[src/rtl/mem_port_arbiter_pkg.sv]
// Shared definitions for the fetch/MEM memory-port arbiter.
package mem_port_arbiter_pkg;

  localparam int unsigned ARB_AW = 32;
  localparam int unsigned ARB_DW = 32;

  // Owner of the shared bus: nobody, the fetch stage, or the MEM stage.
  typedef enum logic [1:0] {
    ARB_IDLE  = 2'd0,
    ARB_FETCH = 2'd1,
    ARB_DATA  = 2'd2
  } arb_state_e;

endpackage

[src/rtl/mem_port_arbiter_fetch_buf.sv]
// One-entry instruction buffer. Catches a fetch that completes while the back
// end is stalled, and discards fetches that a redirect has made stale.
module mem_port_arbiter_fetch_buf #(
  parameter int unsigned DW = 32
) (
  input  logic          clk,
  input  logic          reset,
  input  logic          in_fetch,   // bus currently owned by a fetch
  input  logic          ack,
  input  logic [DW-1:0] rdata,
  input  logic          flush,
  input  logic          consume,    // F/D takes the buffered instruction
  output logic          ibuf_valid,
  output logic [DW-1:0] ibuf
);

  logic          drop_q, drop_d;
  logic          valid_q, valid_d;
  logic [DW-1:0] ibuf_q, ibuf_d;

  // Buffer state registers.
  always_ff @(posedge clk or posedge reset) begin
    if (reset) begin
      drop_q  <= 1'b0;
      valid_q <= 1'b0;
      ibuf_q  <= '0;
    end else begin
      drop_q  <= drop_d;
      valid_q <= valid_d;
      ibuf_q  <= ibuf_d;
    end
  end

  // Drop marks a fetch made stale by an earlier flush; it lives until that fetch acks.
  always_comb begin
    drop_d  = drop_q;
    valid_d = valid_q;
    ibuf_d  = ibuf_q;
    if (in_fetch) begin
      if (ack) begin
        drop_d = 1'b0;
      end else if (flush) begin
        drop_d = 1'b1;
      end
    end
    if (consume || flush) begin
      valid_d = 1'b0;
    end
    // A fill only happens in FETCH, when the buffer is already free.
    if (in_fetch && ack && !drop_q && !flush) begin
      valid_d = 1'b1;
      ibuf_d  = rdata;
    end
  end

  assign ibuf_valid = valid_q;
  assign ibuf       = ibuf_q;

endmodule

[src/rtl/mem_port_arbiter.sv]
// Shares the single memory port between instruction fetch and MEM-stage
// loads/stores, and produces the pipeline enables and F/D bubble control.
module mem_port_arbiter
  import mem_port_arbiter_pkg::*;
#(
  parameter int unsigned AW = ARB_AW,
  parameter int unsigned DW = ARB_DW
) (
  input  logic          clk,
  input  logic          reset,
  input  logic          f_req,
  input  logic [AW-1:0] f_addr,
  output logic          f_valid,
  output logic [DW-1:0] f_instr,
  input  logic          m_req,
  input  logic          m_we,
  input  logic [AW-1:0] m_addr,
  input  logic [DW-1:0] m_wdata,
  output logic          m_done,
  output logic [DW-1:0] m_rdata,
  input  logic          flush,
  output logic          en_pipe,
  output logic          en_pc,
  output logic          clr_fd,
  output logic          bus_req,
  output logic          bus_we,
  output logic [AW-1:0] bus_addr,
  output logic [DW-1:0] bus_wdata,
  input  logic          bus_ack,
  input  logic [DW-1:0] bus_rdata
);

  arb_state_e    state_q, state_d;
  logic          bus_req_q, bus_req_d;
  logic          bus_we_q, bus_we_d;
  logic [AW-1:0] bus_addr_q, bus_addr_d;
  logic [DW-1:0] bus_wdata_q, bus_wdata_d;

  logic          ibuf_valid;
  logic [DW-1:0] ibuf;
  logic          buf_free;

  mem_port_arbiter_fetch_buf #(
    .DW (DW)
  ) u_fetch_buf (
    .clk        (clk),
    .reset      (reset),
    .in_fetch   (state_q == ARB_FETCH),
    .ack        (bus_ack),
    .rdata      (bus_rdata),
    .flush      (flush),
    .consume    (en_pc),
    .ibuf_valid (ibuf_valid),
    .ibuf       (ibuf)
  );

  // A new fetch may issue if the buffer is empty or is being consumed now.
  assign buf_free = !ibuf_valid || en_pc;

  // FSM state and registered bus request.
  always_ff @(posedge clk or posedge reset) begin
    if (reset) begin
      state_q     <= ARB_IDLE;
      bus_req_q   <= 1'b0;
      bus_we_q    <= 1'b0;
      bus_addr_q  <= '0;
      bus_wdata_q <= '0;
    end else begin
      state_q     <= state_d;
      bus_req_q   <= bus_req_d;
      bus_we_q    <= bus_we_d;
      bus_addr_q  <= bus_addr_d;
      bus_wdata_q <= bus_wdata_d;
    end
  end

  // Next state; bus fields are latched only at issue so they hold while bus_req=1.
  always_comb begin
    state_d     = state_q;
    bus_req_d   = bus_req_q;
    bus_we_d    = bus_we_q;
    bus_addr_d  = bus_addr_q;
    bus_wdata_d = bus_wdata_q;
    unique case (state_q)
      ARB_IDLE: begin
        if (m_req) begin
          state_d     = ARB_DATA;
          bus_req_d   = 1'b1;
          bus_we_d    = m_we;
          bus_addr_d  = m_addr;
          bus_wdata_d = m_wdata;
        end else if (f_req && buf_free && !flush) begin
          state_d    = ARB_FETCH;
          bus_req_d  = 1'b1;
          bus_we_d   = 1'b0;
          bus_addr_d = f_addr;
        end
      end
      ARB_FETCH: begin
        // Fetches always run to completion; a waiting data access follows back-to-back.
        if (bus_ack) begin
          if (m_req) begin
            state_d     = ARB_DATA;
            bus_req_d   = 1'b1;
            bus_we_d    = m_we;
            bus_addr_d  = m_addr;
            bus_wdata_d = m_wdata;
          end else begin
            state_d   = ARB_IDLE;
            bus_req_d = 1'b0;
          end
        end
      end
      ARB_DATA: begin
        if (bus_ack) begin
          state_d   = ARB_IDLE;
          bus_req_d = 1'b0;
        end
      end
      default: begin
        state_d   = ARB_IDLE;
        bus_req_d = 1'b0;
      end
    endcase
  end

  // Completion and pipeline control; m_done doubles as the advance cycle.
  always_comb begin
    m_done  = (state_q == ARB_DATA) && bus_ack;
    m_rdata = bus_rdata;
    f_valid = ibuf_valid;
    f_instr = ibuf;
    en_pipe = !m_req || m_done;
    en_pc   = en_pipe && ibuf_valid;
    clr_fd  = en_pipe && !ibuf_valid;
  end

  assign bus_req   = bus_req_q;
  assign bus_we    = bus_we_q;
  assign bus_addr  = bus_addr_q;
  assign bus_wdata = bus_wdata_q;

endmodule

[config.mk]
export PLATFORM = sky130hd
export DESIGN_NAME = mem_port_arbiter
export DESIGN_NICKNAME = d
export VERILOG_FILES = /design/src/rtl/mem_port_arbiter_pkg.sv /design/src/rtl/mem_port_arbiter_fetch_buf.sv /design/src/rtl/mem_port_arbiter.sv
export SDC_FILE = /design/constraint.sdc
export NUM_CORES = 1
export LEC_CHECK = 0
export BUFFER_PORTS_ARGS = -buffer_cell sky130_fd_sc_hd__buf_4
export CAP_MARGIN = 10
export CORE_MARGIN = 2
export CORE_UTILIZATION = 34
export DETAILED_ROUTE_END_ITERATION = 7
export PLACE_DENSITY = 0.64
export SYNTH_ARGS = -nofsm -noshare
export SYNTH_HDL_FRONTEND = slang
export SYNTH_SLANG_ARGS = --single-unit
[constraint.sdc]
create_clock -name clk -period 3.5 [get_ports clk]
set_clock_uncertainty 0.15 [all_clocks]
set_input_delay 0 -clock clk [delete_from_list [all_inputs] [get_ports clk]]
set_output_delay 0 -clock clk [all_outputs]
set_load 0.01 [all_outputs]
Word-level counts from Yosys, hierarchy flattened

Cells that the tools add are included.

$mul: 0
Magnitude comparators: 0
Mux-type cells: 29
Equal/unequal tests: 6
Divide/modulo/power cells: 0
Bitwise logic cells: 0
Shift-type cells: 0
Reduce and logical (&&, ||, !) cells: 23
Add/sub/neg operators: 0

Operators with widths:

| operator                                             | number |
|---|---|
| two-way mux 32 bit                                   | 6 |
| case mux 32 bit (2 select lines)                     | 2 |
| two-way mux 1 bit                                    | 13 |
| two-way mux 2 bit                                    | 5 |
| logical AND 1 bit                                    | 8 |
| inequality test 2 bit (second input constant)        | 3 |
| case mux 2 bit (3 select lines)                      | 1 |
| nonzero test 2 bit                                   | 3 |
| zero test 1 bit                                      | 4 |
| AND reduction 2 bit                                  | 2 |
| AND reduction 4 bit                                  | 1 |
| logical OR 1 bit                                     | 3 |
| inequality test 3 bit (second input constant)        | 1 |
| case mux 1 bit (3 select lines)                      | 1 |
| AND reduction 3 bit                                  | 1 |
| equality test 2 x 1 -> 1 bit (second input constant) | 1 |
| equality test 2 bit (second input constant)          | 1 |
| zero test 2 bit                                      | 1 |
| case mux 1 bit (2 select lines)                      | 1 |

Bits in latches: 0
Bits in registers: 102
Output and inout port bits: 135
Memories kept: 0
Memory bits (read-only): 0
RAM bits: 0

Depth between registers and ports, before layout

Gate-level depths: netlist of the first run.

Depth in word-level cells: 10
Depth in mapped cells: 6
Mapped depth without buffers: 4

Modules after synthesis

From an unflattened synthesis of the first run, not the netlist that was laid out.

Cells, all modules: 349
Area, all modules: 4673.2 um^2

By module, submodules not included:

| module                     | times used | area an instance (um^2) | cells each |
|---|---|---|---|
| mem_port_arbiter           | 1          | 3233.1                  | 272 |
| mem_port_arbiter_fetch_buf | 1          | 1440.1                  | 77 |

Worst setup path before layout of the first run

OpenSTA, ideal clock, no wires.

Kind: register -> register
From: register state_q[0]
To: register bus_addr_q[0] (netlist: bus_addr[0])
Required time: 3225 ps
Data arrival time: 1533 ps
Setup slack: 1692 ps
Stages on the path, launching flop included: 6
Setup time: 125 ps
Path through: dfrtp_1 -> nor2b_4 -> nor2_2 -> buf_6 -> mux2_2 -> mux2_2

Cells in the longest elaborated chain, start to end: 9

Ends and longest elaborated chain:

| what                                   | line                    | source |
|---|---|---|
| from (decl)                            | mem_port_arbiter.sv:33  | `arb_state_e state_q, state_d;` |
| from (signal assigned)                 | mem_port_arbiter.sv:69  | `state_q <= state_d;` |
| equality test 2 bit                    | mem_port_arbiter.sv:129 | `m_done = (state_q == ARB_DATA) && bus_ack;` |
| logical AND 1 bit                      | mem_port_arbiter.sv:129 |  |
| logical OR 1 bit                       | mem_port_arbiter.sv:133 | `en_pipe = !m_req \|\| m_done;` |
| logical AND 1 bit                      | mem_port_arbiter.sv:134 | `en_pc = en_pipe && ibuf_valid;` |
| logical OR 1 bit                       | mem_port_arbiter.sv:58  | `assign buf_free = !ibuf_valid \|\| en_pc;` |
| logical AND 1 bit (2 in series)        | mem_port_arbiter.sv:92  | `end else if (f_req && buf_free && !flush) begin` |
| inequality test 3 bit (no source line) | -                       |  |
| AND reduction 4 bit (no source line)   | -                       |  |
| to (signal assigned)                   | mem_port_arbiter.sv:72  | `bus_addr_q <= bus_addr_d;` |
| to (decl)                              | mem_port_arbiter.sv:36  | `logic [AW-1:0] bus_addr_q, bus_addr_d;` |

Several ways; a longest one is shown, not always the timed one.
A chain may end at the register's enable or synchronous reset.

Final worst setup path of the first run

From: register state_q[1]
To: register bus_addr_q[20] (netlist: bus_addr[20])

The elaborated chain is that of the path after synthesis.

==> results of run 1 <==
-- layout by cell type, fill, tap and decap left out, drive strengths merged, types with 3 or more instances in the layout --
cell,count
buf,274
dlygate4sd3,135
mux2,129
dfrtp,102
clkbuf,12
a21oi,6
nor2,5
o21ai,4
nand2,3
nor2b,3
inv,3
-- cells by family after synthesis --
family / Yosys count / share of synthesized area (%)
muxes: 129 / 32.06
and+or+nand+nor: 16 / 1.988
DFF: 102 / 56.34
AOI/OAI and AO/OA: 12 / 1.629
buffers and inverters: 48 / 7.981
-- cells in the mapped netlist --
master                     number  area share, %
sky130_fd_sc_hd__inv_1          3           0.25
sky130_fd_sc_hd__nand2_1        3           0.25
sky130_fd_sc_hd__dfrtp_1      102             56
sky130_fd_sc_hd__nand3_1        1           0.11
sky130_fd_sc_hd__buf_2          4           0.44
sky130_fd_sc_hd__a21oi_1        5           0.55
sky130_fd_sc_hd__nand3b_1       1           0.17
sky130_fd_sc_hd__mux2_2       129             32
sky130_fd_sc_hd__o211a_1        2           0.44
sky130_fd_sc_hd__a21oi_2        1           0.19
sky130_fd_sc_hd__nor2b_1        2           0.28
sky130_fd_sc_hd__buf_4         35            5.8
sky130_fd_sc_hd__nor2_1         4           0.33
sky130_fd_sc_hd__o21ai_0        4           0.44
sky130_fd_sc_hd__nor2_2         1           0.14
sky130_fd_sc_hd__or2_2          1           0.14
sky130_fd_sc_hd__buf_6          6            1.5
sky130_fd_sc_hd__nand2b_1       1           0.14
sky130_fd_sc_hd__and2_1         1           0.14
sky130_fd_sc_hd__nor2b_4        1           0.30
-- worst max-delay path, stage by stage, from the launching register on --
cell	delay (ns)
sky130_fd_sc_hd__dfrtp_1	0.55
sky130_fd_sc_hd__nor2b_4	0.10
sky130_fd_sc_hd__nor2_4	0.72
sky130_fd_sc_hd__mux2_2	0.43
sky130_fd_sc_hd__dlygate4sd3_1	0.57
sky130_fd_sc_hd__mux2_2	0.26
-- area by class of cell --
cell class                 instances  area share [%]
timing repair buffer             409           42.21
sequential                       102           31.42
multi-input combinational        157           20.09
clock buffer                      12           3.158
tap                              176           2.711
clock inverter                     3          0.2465
inverter                           3          0.1694
-- sequential cells by signal, summed over array words and instances, names as in the netlist --
register / cells
u_fetch_buf.ibuf_valid: 1
bus_we: 1
bus_wdata: 32
u_fetch_buf.ibuf: 32
bus_req: 1
state_q: 2
u_fetch_buf.drop_q: 1
bus_addr: 32
-- routing by layer --
layer | part of all wire, % | up-vias | global-route usage [%]
met3 | 7.7 | 23 | 5.412
met2 | 53 | 160 | 33.12
met4 | 2.4 | 0 | 7.353
met5 | 0 | - | 0
li1 | - | 1788 | -
met1 | 37 | 1856 | 20.04
-- path summary, 6_finish.rpt --
kind / endpoint / start / slack [ns]
worst max-delay path: bus_addr[20] / state_q[1] / 0.60
max in group asynchronous: bus_addr[3] / reset / 2.56
worst min register to register: u_fetch_buf.ibuf[10] / u_fetch_buf.ibuf[10] / 0.36
worst min-delay path: bus_wdata[13] / reset / 0.005
worst max register to register: bus_addr[20] / state_q[1] / 0.60
min in group clk: bus_wdata[3] / m_wdata[3] / 0.28
-- power breakdown --
group / switching, W / leakage, nW / internal [W]
clock network: 0.000416 / 0.131 / 0.000516
logic: 0.000594 / 2.53 / 0.000977
registers: 0.000204 / 1.25 / 0.00153
-- stage by stage --
stage / hold slack [ns] / power [W] / area [µm²] / util (%) / cells
6_report: 0.005194 / 0.004238 / 8123 / 61.83 / 862
3_5_place_dp: 0.03795 / 0.003184 / 6467 / 49.23 / 711
4_1_cts: 0.2645 / 0.004276 / 8095 / 61.62 / 861
2_1_floorplan: -0.06427 / 0.002389 / 4531 / - / 307
5_1_grt: 0.01226 / 0.004478 / 8123 / 61.83 / 862
3_3_place_gp: 0.03758 / 0.003146 / 6467 / 49.23 / 711
==> impl_metrics.py, run 1 <==
metrics = {
    "logic_synthesis": {
        "ys_types": 20,
        "post_synth.cell_area_avg_um2": 14.76,
        "syn-instance-count": 307,
        "synth.yosys.seq_area_share_pct": 56.34,
        "yosysWarnings": 0,
        "netlist_area_mm2": 0.004531,
        "syn-num-nets": 442,
        "ff_latch_count_synth": 102,
    },
    "layout": {
        "antenna_cells": 0,
        "multi_input_area_mm2": 0.001632,
        "seq_area_mm2": 0.002552,
        "syn_to_final_growth_pct": 79.29,
        "net_count_of_the_finished_layout": 817,
        "n_fill_cell": 1023,
        "layout-drive-gt1-share_pct": 61.66,
    },
    "cts": {
        "post-cts-setup-buffers": 0,
        "path_clk_slew_ns": 0.07,
        "clockRootBuffer": "sky130_fd_sc_hd__clkbuf_16",
        "ctsHoldBuffers": 135,
        "clock_tree_from_tritoncts": "yes",
        "clockBufferDepth": 2,
        "numCtsBuffers": 9,
        "clkSinkCount": 102,
        "h_tree_lvl_count": 3,
        "number_of_gates_resized_after_cts": 0,
        "insertion_delay_ns": 0.33,
    },
    "sta": {
        "finalHoldViolCount": 0,
        "totalNegativeSetupSlack_ns": 0,
        "number_of_slew_limit_violations_in_the_final_report": 0,
        "max_slew.worst_pin.slew_ns": 0.9387,
        "post-route-period-util_pct": 82.98,
        "max_freq_mhz": 344.3,
        "setup_viol": 0,
        "layout_setup_ws_ns": 0.5957,
        "timing.final.crit_period_ns": 2.904,
        "max_slew_margin_pct": 37.27,
        "rsz_0062_raised_after_global_routing": "false",
    },
    "global_route": {
        "number_of_global_route_vias_before_repair": 4238,
        "grt_overflow_total": 0,
        "track_usage_pct": 18.31,
        "grt_start_max_net_pins": 89,
        "grt_antenna_before_repair": 0,
        "wire_length_of_the_first_global_routing_pass_um": 20730,
    },
    "floorplan": {
        "ioPinCount": 270,
        "die_w_um": 119.4,
        "fp-row-count": 42,
        "initial_utilization_pct": 34.49,
        "fp.dieH_um": 119.4,
        "design.core.area_mm2": 0.01314,
        "die_area_mm2": 0.01426,
    },
    "route": {
        "post_drt_via_cell_ratio": 4.440,
        "number_of_vias_after_detailed_routing": 3827,
        "drt.antenna.violating_nets": 0,
        "drc_errors": 0,
        "drt-pass1-iter-count": 4,
        "drt-initial-drc-count": 92,
        "wl_per_cell_um": 15.30,
        "wl_um": 13190,
    },
    "critical_path": {
        "worst-endpoint-arrival_ns": 2.97,
        "cp-end-kind": "register",
        "crit_type": "reg2reg",
        "critPathLaunchType": "register",
        "r2r_cells": 5,
        "crit_path_max_fanout": 33,
        "worst_ep_required_time_ns": 3.57,
    },
    "power": {
        "power.static_leakage_nw": 3.916,
        "worst_ir_drop_vdd_v": 0.0003280,
        "pwr_density_cell_mw_per_mm2": 521.7,
    },
    "place": {
        "post-place-ws_ns": 1.188,
        "hpwl_um": 8508,
        "gp_routability_congestion": 0.7026,
        "port_buffers": 269,
    },
    "worst_hold_path": {
        "holdCritPathClass": "in2async",
    },
    "run_status": {
        "run_status": "completed",
    },
    "run": {
        "max_cap_violations": 0,
    },
}
No activity file was read; power rests on OpenSTA's default activity.
==> run 2: changes to the inputs <==
==> constraint.sdc (replaced) <==
create_clock -name clk -period 2.95 [get_ports clk]
set_clock_uncertainty 0.15 [all_clocks]
set_input_delay 0 -clock clk [delete_from_list [all_inputs] [get_ports clk]]
set_output_delay 0 -clock clk [all_outputs]
set_load 0.01 [all_outputs]
==> run 2 against run 1 <==
Core utilization rose by 0.56 points. Critical path type unchanged. Largest cell class unchanged. Die area did not move. Register-to-register slack got worse by 0.35 ns. Largest power group unchanged. First-iteration DRC count rose by 53%. Global-route usage rose by 0.71 points.
==> impl_metrics.py, run 2 (synthesized netlist as in run 1, its figures left out) <==
metrics = {
    "place": {
        "gp_routability_congestion": 0.7195,
        "hpwl_um": 8695,
        "port_buffers": 269,
        "placed_cells_incl_taps": 713,
    },
    "global_route": {
        "grt_start_max_net_pins": 79,
        "grt_overflow_total": 0,
        "track_usage_pct": 19.02,
        "number_of_global_route_vias_before_repair": 4312,
        "wire_length_of_the_first_global_routing_pass_um": 21450,
        "grt_antenna_before_repair": 0,
    },
    "layout": {
        "most_common_cell_after_layout_fill_and_taps_aside": "sky130_fd_sc_hd__buf_4",
        "syn_to_final_growth_pct": 80.92,
        "finalNonFillerCells": 864,
        "net_count_of_the_finished_layout": 818,
        "multi_input_area_mm2": 0.001632,
        "final_core_util_pct": 62.39,
        "antenna_cells": 0,
        "final_cell_mix": "sky130_fd_sc_hd__buf_4 (274), sky130_fd_sc_hd__dlygate4sd3_1 (135), sky130_fd_sc_hd__mux2_2 (129)",
        "seq_area_mm2": 0.002552,
        "n_fill_cell": 997,
        "layout-drive-gt1-share_pct": 61.63,
    },
    "sta": {
        "timing.final.crit_period_ns": 2.706,
        "rsz_0062_raised_after_global_routing": "false",
        "number_of_slew_limit_violations_in_the_final_report": 0,
        "totalNegativeSetupSlack_ns": 0,
        "max_slew.worst_pin.slew_ns": 0.9849,
        "setup_viol": 0,
        "max_slew_margin_pct": 34.34,
        "finalHoldViolCount": 0,
        "max_freq_mhz": 369.5,
        "post-route-period-util_pct": 91.74,
    },
    "critical_path": {
        "crit_path_max_fanout": 20,
        "cp-end-kind": "register",
        "crit_type": "reg2reg",
        "worst_ep_required_time_ns": 3.02,
        "worst-endpoint-arrival_ns": 2.77,
        "critPathLaunchType": "register",
    },
    "run": {
        "max_cap_violations": 0,
    },
    "floorplan": {
        "design.core.area_mm2": 0.01314,
        "initial_utilization_pct": 34.49,
        "die_area_mm2": 0.01426,
        "ioPinCount": 270,
        "fp.dieH_um": 119.4,
        "fp-row-count": 42,
        "die_w_um": 119.4,
    },
    "route": {
        "drt-pass1-iter-count": 4,
        "wl_um": 13580,
        "drt-initial-drc-count": 141,
        "post_drt_via_cell_ratio": 4.440,
        "drc_errors": 0,
        "drt.antenna.violating_nets": 0,
        "number_of_vias_after_detailed_routing": 3836,
        "wl_per_cell_um": 15.72,
    },
    "cts": {
        "post-cts-setup-buffers": 0,
        "clock_tree_from_tritoncts": "yes",
        "clockBufferDepth": 2,
        "clkSinkCount": 102,
        "numCtsBuffers": 9,
        "clockRootBuffer": "sky130_fd_sc_hd__clkbuf_16",
        "h_tree_lvl_count": 3,
        "insertion_delay_ns": 0.33,
        "path_clk_slew_ns": 0.06,
    },
    "worst_hold_path": {
        "holdCritPathClass": "in2async",
    },
    "power": {
        "power.static_leakage_nw": 3.957,
        "worst_ir_drop_vdd_v": 0.0004304,
        "pwr_density_cell_mw_per_mm2": 646.7,
    },
    "run_status": {
        "run_status": "completed",
    },
}
[run 2: cell count changes in the layout (fill, tap and decap cells not counted), sizes merged]
cell      before  now
clkinvlp       2    0
clkinv         1    0
buf          274  275
bufinv         0    3
clkbuf        12   13
[run 2: path summary, 6_finish.rpt]
check	startpoint	to	slack [ns]	cells past startpoint
hold / removal	reset	bus_wdata[3]	0.25	3
setup / recovery	state_q[1]	bus_addr[12]	0.24	6
max in group asynchronous	reset	bus_wdata[31]	1.66	4
min in group clk	m_wdata[27]	bus_wdata[27]	0.28	3
hold reg to reg	u_fetch_buf.ibuf[10]	u_fetch_buf.ibuf[10]	0.35	1
setup reg to reg	state_q[1]	bus_addr[12]	0.24	6
[run 2: worst max-delay path, stage by stage (launching register included)]
cell and delay (ns):
sky130_fd_sc_hd__dfrtp_1 0.55, sky130_fd_sc_hd__nor2b_4 0.10, sky130_fd_sc_hd__nor2_4 0.37, sky130_fd_sc_hd__buf_12 0.23, sky130_fd_sc_hd__mux2_2 0.34, sky130_fd_sc_hd__dlygate4sd3_1 0.57, sky130_fd_sc_hd__mux2_2 0.28
[run 2: timing repair]
item | 4_1_cts | 5_1_grt
hold endpoints to repair | 178 | 0
hold buffers | 135 | 0
gates resized for setup | 0 | 0
[run 2: layout make-up]
class / instances / area share [%]
Tap cell: 176 / 2.687
Inverter: 3 / 0.1679
Timing Repair Buffer: 410 / 41.83
Clock buffer: 13 / 3.175
Multi-Input combinational cell: 157 / 19.91
Sequential cell: 102 / 31.14
Clock inverter: 3 / 1.099
[run 2: per-layer routing]
metal	part of all wire, %	track usage (%)	vias up
met2	54	35.70	156
met4	2.0	6.765	0
met5	0	0	-
met3	7.1	5.220	23
met1	37	20.31	1870
li1	-	-	1787
[run 2: through the flow]
stage | setup slack, ns | hold slack, ns | power (W) | instance area, µm²
after floorplan | 0.1245 | -0.06427 | 0.002835 | 4531
after global placement | 0.8757 | 0.03785 | 0.003745 | 6495
after detailed placement | 0.7918 | 0.03768 | 0.003790 | 6495
after CTS | 0.2699 | 0.2669 | 0.005358 | 8197
after global routing | 0.1324 | 0.2845 | 0.005578 | 8197
final | 0.2437 | 0.2510 | 0.005301 | 8197
[run 2: power breakdown]
part / internal, W / switching (W)
Combinational: 0.00116 / 0.000708
Sequential: 0.00182 / 0.000246
Clock: 0.000877 / 0.000495
